<file path="src/rtl/deserializer.sv">
//==============================================================================
// Module      : deserializer
// Description : Collects an MSB-first, valid-qualified serial bit stream into
//               left-aligned parallel words; short words end on ser_last_i.
// Revision    : 1.0 - initial release
//==============================================================================
`default_nettype none

module deserializer #(
    parameter int WIDTH = 16,
    parameter int MOD_W = $clog2(WIDTH)
) (
    input  logic             clk_i,
    input  logic             srst_n_i,
    input  logic             ser_data_i,
    input  logic             ser_data_val_i,
    input  logic             ser_last_i,
    output logic [WIDTH-1:0] deser_data_o,
    output logic [MOD_W-1:0] deser_data_mod_o,
    output logic             deser_data_val_o,
    output logic             busy_o
);

    localparam logic [MOD_W-1:0] c_LAST_POS = MOD_W'(WIDTH - 1);

    logic [WIDTH-1:0] r_sh;
    logic [MOD_W-1:0] r_cnt;
    logic [WIDTH-1:0] r_data;
    logic [MOD_W-1:0] r_mod;
    logic             r_val;

    logic [MOD_W-1:0] w_pos;
    logic [WIDTH-1:0] w_bit_mask;
    logic [WIDTH-1:0] w_keep_mask;
    logic [WIDTH-1:0] w_sh_ins;
    logic             w_end;

    // Bit slot for the incoming bit; counter value 0 maps to the MSB.
    assign w_pos       = c_LAST_POS - r_cnt;
    assign w_bit_mask  = {{(WIDTH-1){1'b0}}, 1'b1} << w_pos;
    assign w_keep_mask = {WIDTH{1'b1}} << w_pos;
    assign w_sh_ins    = (r_sh & ~w_bit_mask) | ({WIDTH{ser_data_i}} & w_bit_mask);
    assign w_end       = ser_data_val_i && ((r_cnt == c_LAST_POS) || ser_last_i);

    always_ff @(posedge clk_i) begin
        if (!srst_n_i) begin
            r_sh   <= '0;
            r_cnt  <= '0;
            r_data <= '0;
            r_mod  <= '0;
            r_val  <= 1'b0;
        end else begin
            r_val <= 1'b0;
            if (ser_data_val_i) begin
                if (w_end) begin
                    // Positions below the final bit were never written in this word.
                    r_data <= w_sh_ins & w_keep_mask;
                    r_mod  <= r_cnt + 1'b1;
                    r_val  <= 1'b1;
                    r_sh   <= '0;
                    r_cnt  <= '0;
                end else begin
                    r_sh   <= w_sh_ins;
                    r_cnt  <= r_cnt + 1'b1;
                end
            end
        end
    end

    assign deser_data_o     = r_data;
    assign deser_data_mod_o = r_mod;
    assign deser_data_val_o = r_val;
    assign busy_o           = (r_cnt != '0);

endmodule

`default_nettype wire
</file>
<file path="config.mk">
export PLATFORM = sky130hd
export DESIGN_NAME = deserializer
export DESIGN_NICKNAME = d
export VERILOG_FILES = /design/src/rtl/deserializer.sv
export SDC_FILE = /design/constraint.sdc
export NUM_CORES = 1
export LEC_CHECK = 0
export BUFFER_PORTS_ARGS = -buffer_cell sky130_fd_sc_hd__buf_4
export CAP_MARGIN = 20
export CORE_ASPECT_RATIO = 1.4
export CORE_UTILIZATION = 54
export CTS_BUF_LIST = sky130_fd_sc_hd__clkbuf_8
export DETAILED_ROUTE_END_ITERATION = 12
export PLACE_DENSITY = 0.81
export SLEW_MARGIN = 20
export SYNTH_ARGS = -nofsm -noshare
export SYNTH_HDL_FRONTEND = slang
export SYNTH_SLANG_ARGS = --single-unit
</file>
<file path="constraint.sdc">
create_clock -name clk_i -period 2 [get_ports clk_i]
set_input_delay 0 -clock clk_i [delete_from_list [all_inputs] [get_ports clk_i]]
set_output_delay 0 -clock clk_i [all_outputs]
set_load 0.005 [all_outputs]
</file>
==> results.yml, run 1 <==
die:
  dieArea_um2: 3980
  chipWidth_um: 53.6
  coreArea_um2: 3470
  std_cell_rows: 25
  fp.dieH_um: 74.2
  top_level_ports: 27
  start_util: 0.579
critical_path:
  critPathLaunchType: "register"
  slowest_stage: "dfxtp_1"
  worst_setup_path_end_kind: "register"
  path_class: "reg -> reg"
  crit_arrival_ns: 1.90
  reg2reg_depth: 4
  crit_end: "r_sh[13]"
  cp_top_family: "simple AND/OR/NAND/NOR gates"
  path_max_fanout: 10
  path_depth: 4
  required_ns: 2.16
  r2r_slack_ns: 0.26
  regToRegStartpoint: "r_cnt[3]"
  crit_start: "r_cnt[3]"
  reg2reg_to: "r_sh[13]"
  crit_buf_inv: 0
  critPathMaxStageDelay_ns: 0.50
  worstPathCellList: "and3_1 -> nor3b_4 -> nor2_1 -> o22ai_1"
drt:
  vias: 1843
  dr.pass1.iters: 4
  drt-initial-drc-count: 107
  via_per_inst: 5.87
  avgRoutedWirePerCell_um: 15.2
  routed_wl_um: 4770
  route.detailed.drc: 0
  drtAntennaViolNets: 0
global_routing:
  grt_pass1_vias: 1725
  grt_overflow: 0
  grt_pass1_wl_um: 7940
  grt_usage: 0.276
  antenna_found_initial: 0
  grt_max_degree: 32
clocking:
  clock_sinks: 40
  insertion_delay_ns: 0.30
  cts_buffer_depth: 2
  cts_resized: 0
  cts_buffers: 5
  clk_pin_slew_ns: 0.08
  cts_max_level: 2
  postCtsSetupBuffers: 0
  cts_tree: "yes"
  ctsHoldBuffers: 0
  clockRootBuffer: "clkbuf_8"
timing:
  period_share: 0.869
  tns_ns: 0
  fin_crit_ns: 1.74
  max_slew_margin: 0.614
  worstMarginPinSlew_ns: 0.577
  rsz0062_at_grt: "no"
  finalSetupViolations: 0
  max_freq_mhz: 575
  finClkSkew_ns: 0.00589
  hold_viol: 0
  final-max-slew-violation-count: 0
power_and_ir_drop:
  clockPowerShare: 0.401
  power_density_nw_per_um2: 691
  swShare: 0.236
  power_leakage_nw: 0.886
  netSwitchingPower_uw: 383
  power.sequential.fraction: 0.504
  p_int_mw: 1.24
  power_mw: 1.63
  vdd_drop_max_mv: 0.728
  pwr-share-comb: 0.095
synthesis:
  yosys.area.top_type_share: 0.398
  synth.distinct_cells: 41
  synth_top_area_cell: "dfxtp_1"
  yosys_register_bits: 40
  synth_area_um2: 2010
  synth_common_cells: "nand2_1, dfxtp_1, o21ai_0"
  synth_edf_count: 0
  syn_inst: 249
  async_flop_share: 0
  seq_area_frac_synth: 0.398
  syn_area_per_cell_um2: 8.08
  yosysMostFrequentCell: "nand2_1"
  yosysWarningCount: 0
  synthFlopType: "dfxtp_1"
  synth_area_leaders: "dfxtp_1, nand2_1, o21ai_0, ha_1, nand3_1"
  syn-num-nets: 261
job:
  maxCapViolations: 0
finish:
  fillCellCount: 286
  nets: 285
  diodes: 0
  fin_cells: 314
  finish.instance_area_um2: 2350
  area_delta_synth_final_pct: 16.9
  drive_gt1_frac: 0.182
place:
  io_buffers: 26
  dp_cells: 306
  placed_cell_area_um2: 2240
  routabilityCongestion: 0.883
  hpwl_um: 3320
worst_hold_path:
  min-delay-path-class: "in -> reg"
run_status:
  status: "complete, no violations"
[how the worst min path moves through the flow]
stage	start	endpoint	slack, ns	cells after the start
after detailed placement	deser_data_val_o	deser_data_val_o	0.38	1
after CTS	ser_data_i	r_sh[4]	0.07	3
after floorplan	ser_data_i	r_sh[3]	0.19	2
after global placement	ser_data_i	r_sh[4]	0.38	3
after global routing	srst_n_i	deser_data_o[8]	0.09	2
final	ser_data_i	r_sh[4]	0.08	3
[cell usage in the layout (no fill, tap or decap), types with 3 or more instances in the layout]
master,instances
nor2b_1,9
a21oi_1,13
buf_4,37
o21ai_0,18
nand4_1,3
nor2_1,7
ha_1,7
nand2b_1,3
a21boi_0,8
nand3b_1,3
clkbuf_8,5
o211ai_1,4
mux2i_1,3
nand3_1,17
nand2_1,42
a32oi_1,3
o22ai_1,10
dfxtp_1,40
inv_1,12
[metrics by stage]
stage               setup slack [ns]  utilization  hold WS (ns)
finish                         0.261        0.677        0.0816
detailed placement             0.278        0.646         0.385
floorplan                      0.322            -         0.191
global route                   0.154        0.677        0.0912
CTS                            0.287        0.677        0.0732
global placement               0.345        0.646         0.381
[cell type report]
cell class	instances	area, µm²	area share
clock buffer	5	68.8	0.0293
clock inverter	3	38.8	0.0165
inverter	11	41.3	0.0176
multi-input combinational	178	1070	0.457
sequential	40	801	0.340
tap	40	50.0	0.0213
timing repair buffer	37	278	0.118
[routing by layer]
metal,track usage,routed length [µm],share of wire
met1,0.338,2070,0.43
met2,0.447,2340,0.49
met3,0.0593,262,0.055
met4,0.137,97,0.020
met5,0,0,0
[cells by family (layout without fill, tap and decap cells)]
| family | count (synthesis) | count (layout) | share of synthesized area |
|---|---|---|---|
| multiplexers | 5 | 5 | 0.0261 |
| XOR/XNOR | 1 | 1 | 0.00435 |
| adder cells (fa/ha/maj) | 7 | 7 | 0.0435 |
| AND/OR/NAND/NOR | 93 | 93 | 0.228 |
| flip-flops | 40 | 40 | 0.398 |
| AO/OA/AOI/OAI | 72 | 72 | 0.233 |
| buffers and inverters | 31 | 56 | 0.0678 |
[tightest hold or removal path, cell delays in order]
cell and delay, ns:
buf_4 0.18, nand4_1 0.08, o21ai_0 0.07
[flip-flops by register name (all words and copies together), names as in the netlist]
register and count:
r_cnt 4, deser_data_mod_o 4, deser_data_val_o 1, r_sh 15
deser_data_o 16
[power by group through the flow]
stage	sequential, mW	combinational [mW]	clock [mW]
floorplan	0.840	0.0891	0
global placement	0.838	0.151	0
detailed placement	0.838	0.153	0
CTS	0.819	0.154	0.658
global route	0.821	0.169	0.689
finish	0.819	0.155	0.651
Power figures use the tool's default switching activity.
==> inputs of run 2 (changes only) <==
--- a/config.mk
+++ b/config.mk
@@ -11,7 +11,7 @@
 export CORE_UTILIZATION = 54
 export CTS_BUF_LIST = sky130_fd_sc_hd__clkbuf_8
 export DETAILED_ROUTE_END_ITERATION = 12
-export PLACE_DENSITY = 0.81
+export PLACE_DENSITY_LB_ADDON = 0.12
 export SLEW_MARGIN = 20
 export SYNTH_ARGS = -nofsm -noshare
 export SYNTH_HDL_FRONTEND = slang
==> run 2 against run 1 <==
Against the previous run:
- combinational power about the same
- clock power decreased by 11%
- final cell count decreased by 0.32%
- via count up 0.11%
- sequential share of layout area rose by 0.16 points
- non-clock buffer count unchanged
- critical path depth increased by 1
- routed wire length increased by 1.8%
- largest cell class unchanged
==> results.yml, run 2 (synthesis gave the netlist of run 1 again) <==
drt:
  drtAntennaViolNets: 0
  routed_wl_um: 4850
  via_per_inst: 5.89
  vias: 1845
  route.detailed.drc: 0
  avgRoutedWirePerCell_um: 15.5
  dr.pass1.iters: 4
  drt-initial-drc-count: 49
power_and_ir_drop:
  vdd_drop_max_mv: 0.464
  p_int_mw: 1.18
  pwr-share-comb: 0.098
  netSwitchingPower_uw: 370
  clockPowerShare: 0.372
  swShare: 0.238
  power_leakage_nw: 0.876
  power.sequential.fraction: 0.529
  power_density_nw_per_um2: 663
critical_path:
  critPathMaxStageDelay_ns: 0.43
  required_ns: 2.14
  worst_setup_path_end_kind: "register"
  crit_arrival_ns: 1.97
  path_max_fanout: 7
  slowest_stage: "dfxtp_1"
  r2r_slack_ns: 0.18
  worstPathCellList: "ha_1 -> and3_1 -> nor3b_4 -> nor2_1 -> o22ai_1"
  critPathLaunchType: "register"
  path_class: "reg -> reg"
clocking:
  cts_buffer_depth: 2
  ctsHoldBuffers: 0
  cts_tree: "yes"
  cts_buffers: 5
  clock_sinks: 40
  postCtsSetupBuffers: 0
  insertion_delay_ns: 0.29
  clk_pin_slew_ns: 0.07
  cts_max_level: 2
  cts_resized: 0
  clockRootBuffer: "clkbuf_8"
finish:
  diodes: 0
  largest_reg_flops: 16
  mostFrequentLayoutCells: "nand2_1, dfxtp_1, buf_4"
  area_delta_synth_final_pct: 16.4
  nets: 285
  finish.instance_area_um2: 2340
  layout_commonest_cell: "nand2_1"
  drive_gt1_frac: 0.183
place:
  hpwl_um: 3340
  io_buffers: 26
  routabilityCongestion: 0.868
  placed_cell_area_um2: 2240
global_routing:
  grt_overflow: 0
  grt_max_degree: 32
  grt_pass1_vias: 1589
  antenna_found_initial: 0
  grt_pass1_wl_um: 7840
  grt_usage: 0.269
die:
  std_cell_rows: 25
  chipWidth_um: 53.6
  start_util: 0.579
  coreArea_um2: 3470
  dieArea_um2: 3980
  fp.dieH_um: 74.2
  top_level_ports: 27
timing:
  final-max-slew-violation-count: 0
  period_share: 0.912
  worstMarginPinSlew_ns: 0.531
  finalSetupViolations: 0
  fin_crit_ns: 1.82
  hold_slack_ns: 0.0836
  finClkSkew_ns: 0.00288
  hold_viol: 0
  tns_ns: 0
  max_freq_mhz: 548
  rsz0062_at_grt: "no"
  max_slew_margin: 0.645
job:
  maxCapViolations: 0
worst_hold_path:
  min-delay-path-class: "in -> reg"
run_status:
  status: "complete, no violations"
==> run 2: cell count changes in the layout (fill, tap and decap cells not counted) <==
cell,delta
clkinv_2,-1
clkbuf_8,+2
bufinv_16,-1
inv_1,-1
==> run 2: metal layers <==
layer / wire length (µm) / global-route usage / part of all wire / vias to the layer above
met4: 78 / 0.108 / 0.016 / 0
li1: - / - / - / 918
met2: 2290 / 0.418 / 0.47 / 46
met1: 2290 / 0.363 / 0.47 / 874
met5: 0 / 0 / 0 / -
met3: 194 / 0.0491 / 0.040 / 7
==> run 2: stage by stage <==
stage          cells  utilization  total power, mW  worst slack (ns)
3_5_place_dp     306        0.646            0.992             0.208
6_report         313        0.674             1.55             0.177
4_1_cts          313        0.674             1.56             0.183
3_3_place_gp     306        0.646            0.990             0.272
2_1_floorplan    249            -            0.929             0.322
5_1_grt          313        0.674             1.61            0.0431
==> run 2: area by class of cell <==
cell class,instances,area (µm²)
clock buffers,7,96.3
fillers,298,1130
inverters,11,41.3
multi-input cells,178,1070
flip-flops and latches,40,801
well taps,40,50.0
repair buffers,37,278
==> run 2: power by group through the flow <==
stage	Combinational, mW	Sequential (mW)	Clock [mW]
floorplan	0.0891	0.840	0
global placement	0.150	0.839	0
detailed placement	0.152	0.840	0
CTS	0.153	0.821	0.584
global route	0.167	0.823	0.620
finish	0.153	0.821	0.578
==> run 2: final timing paths <==
path / from / endpoint / cells past startpoint
setup / recovery: r_cnt[0] / r_sh[13] / 5
hold / removal: ser_data_i / deser_data_o[14] / 3
setup reg to reg: r_cnt[0] / r_sh[13] / 5
hold reg to reg: deser_data_mod_o[1] / deser_data_mod_o[1] / 2
==> run 2: critical path, delay by kind of cell (launching register included) <==
family | cells | cell delay [ns]
and+or+nand+nor | 3 | 0.85
DFF | 1 | 0.43
adders and majority gates | 1 | 0.20
AOI/OAI and AO/OA | 1 | 0.19
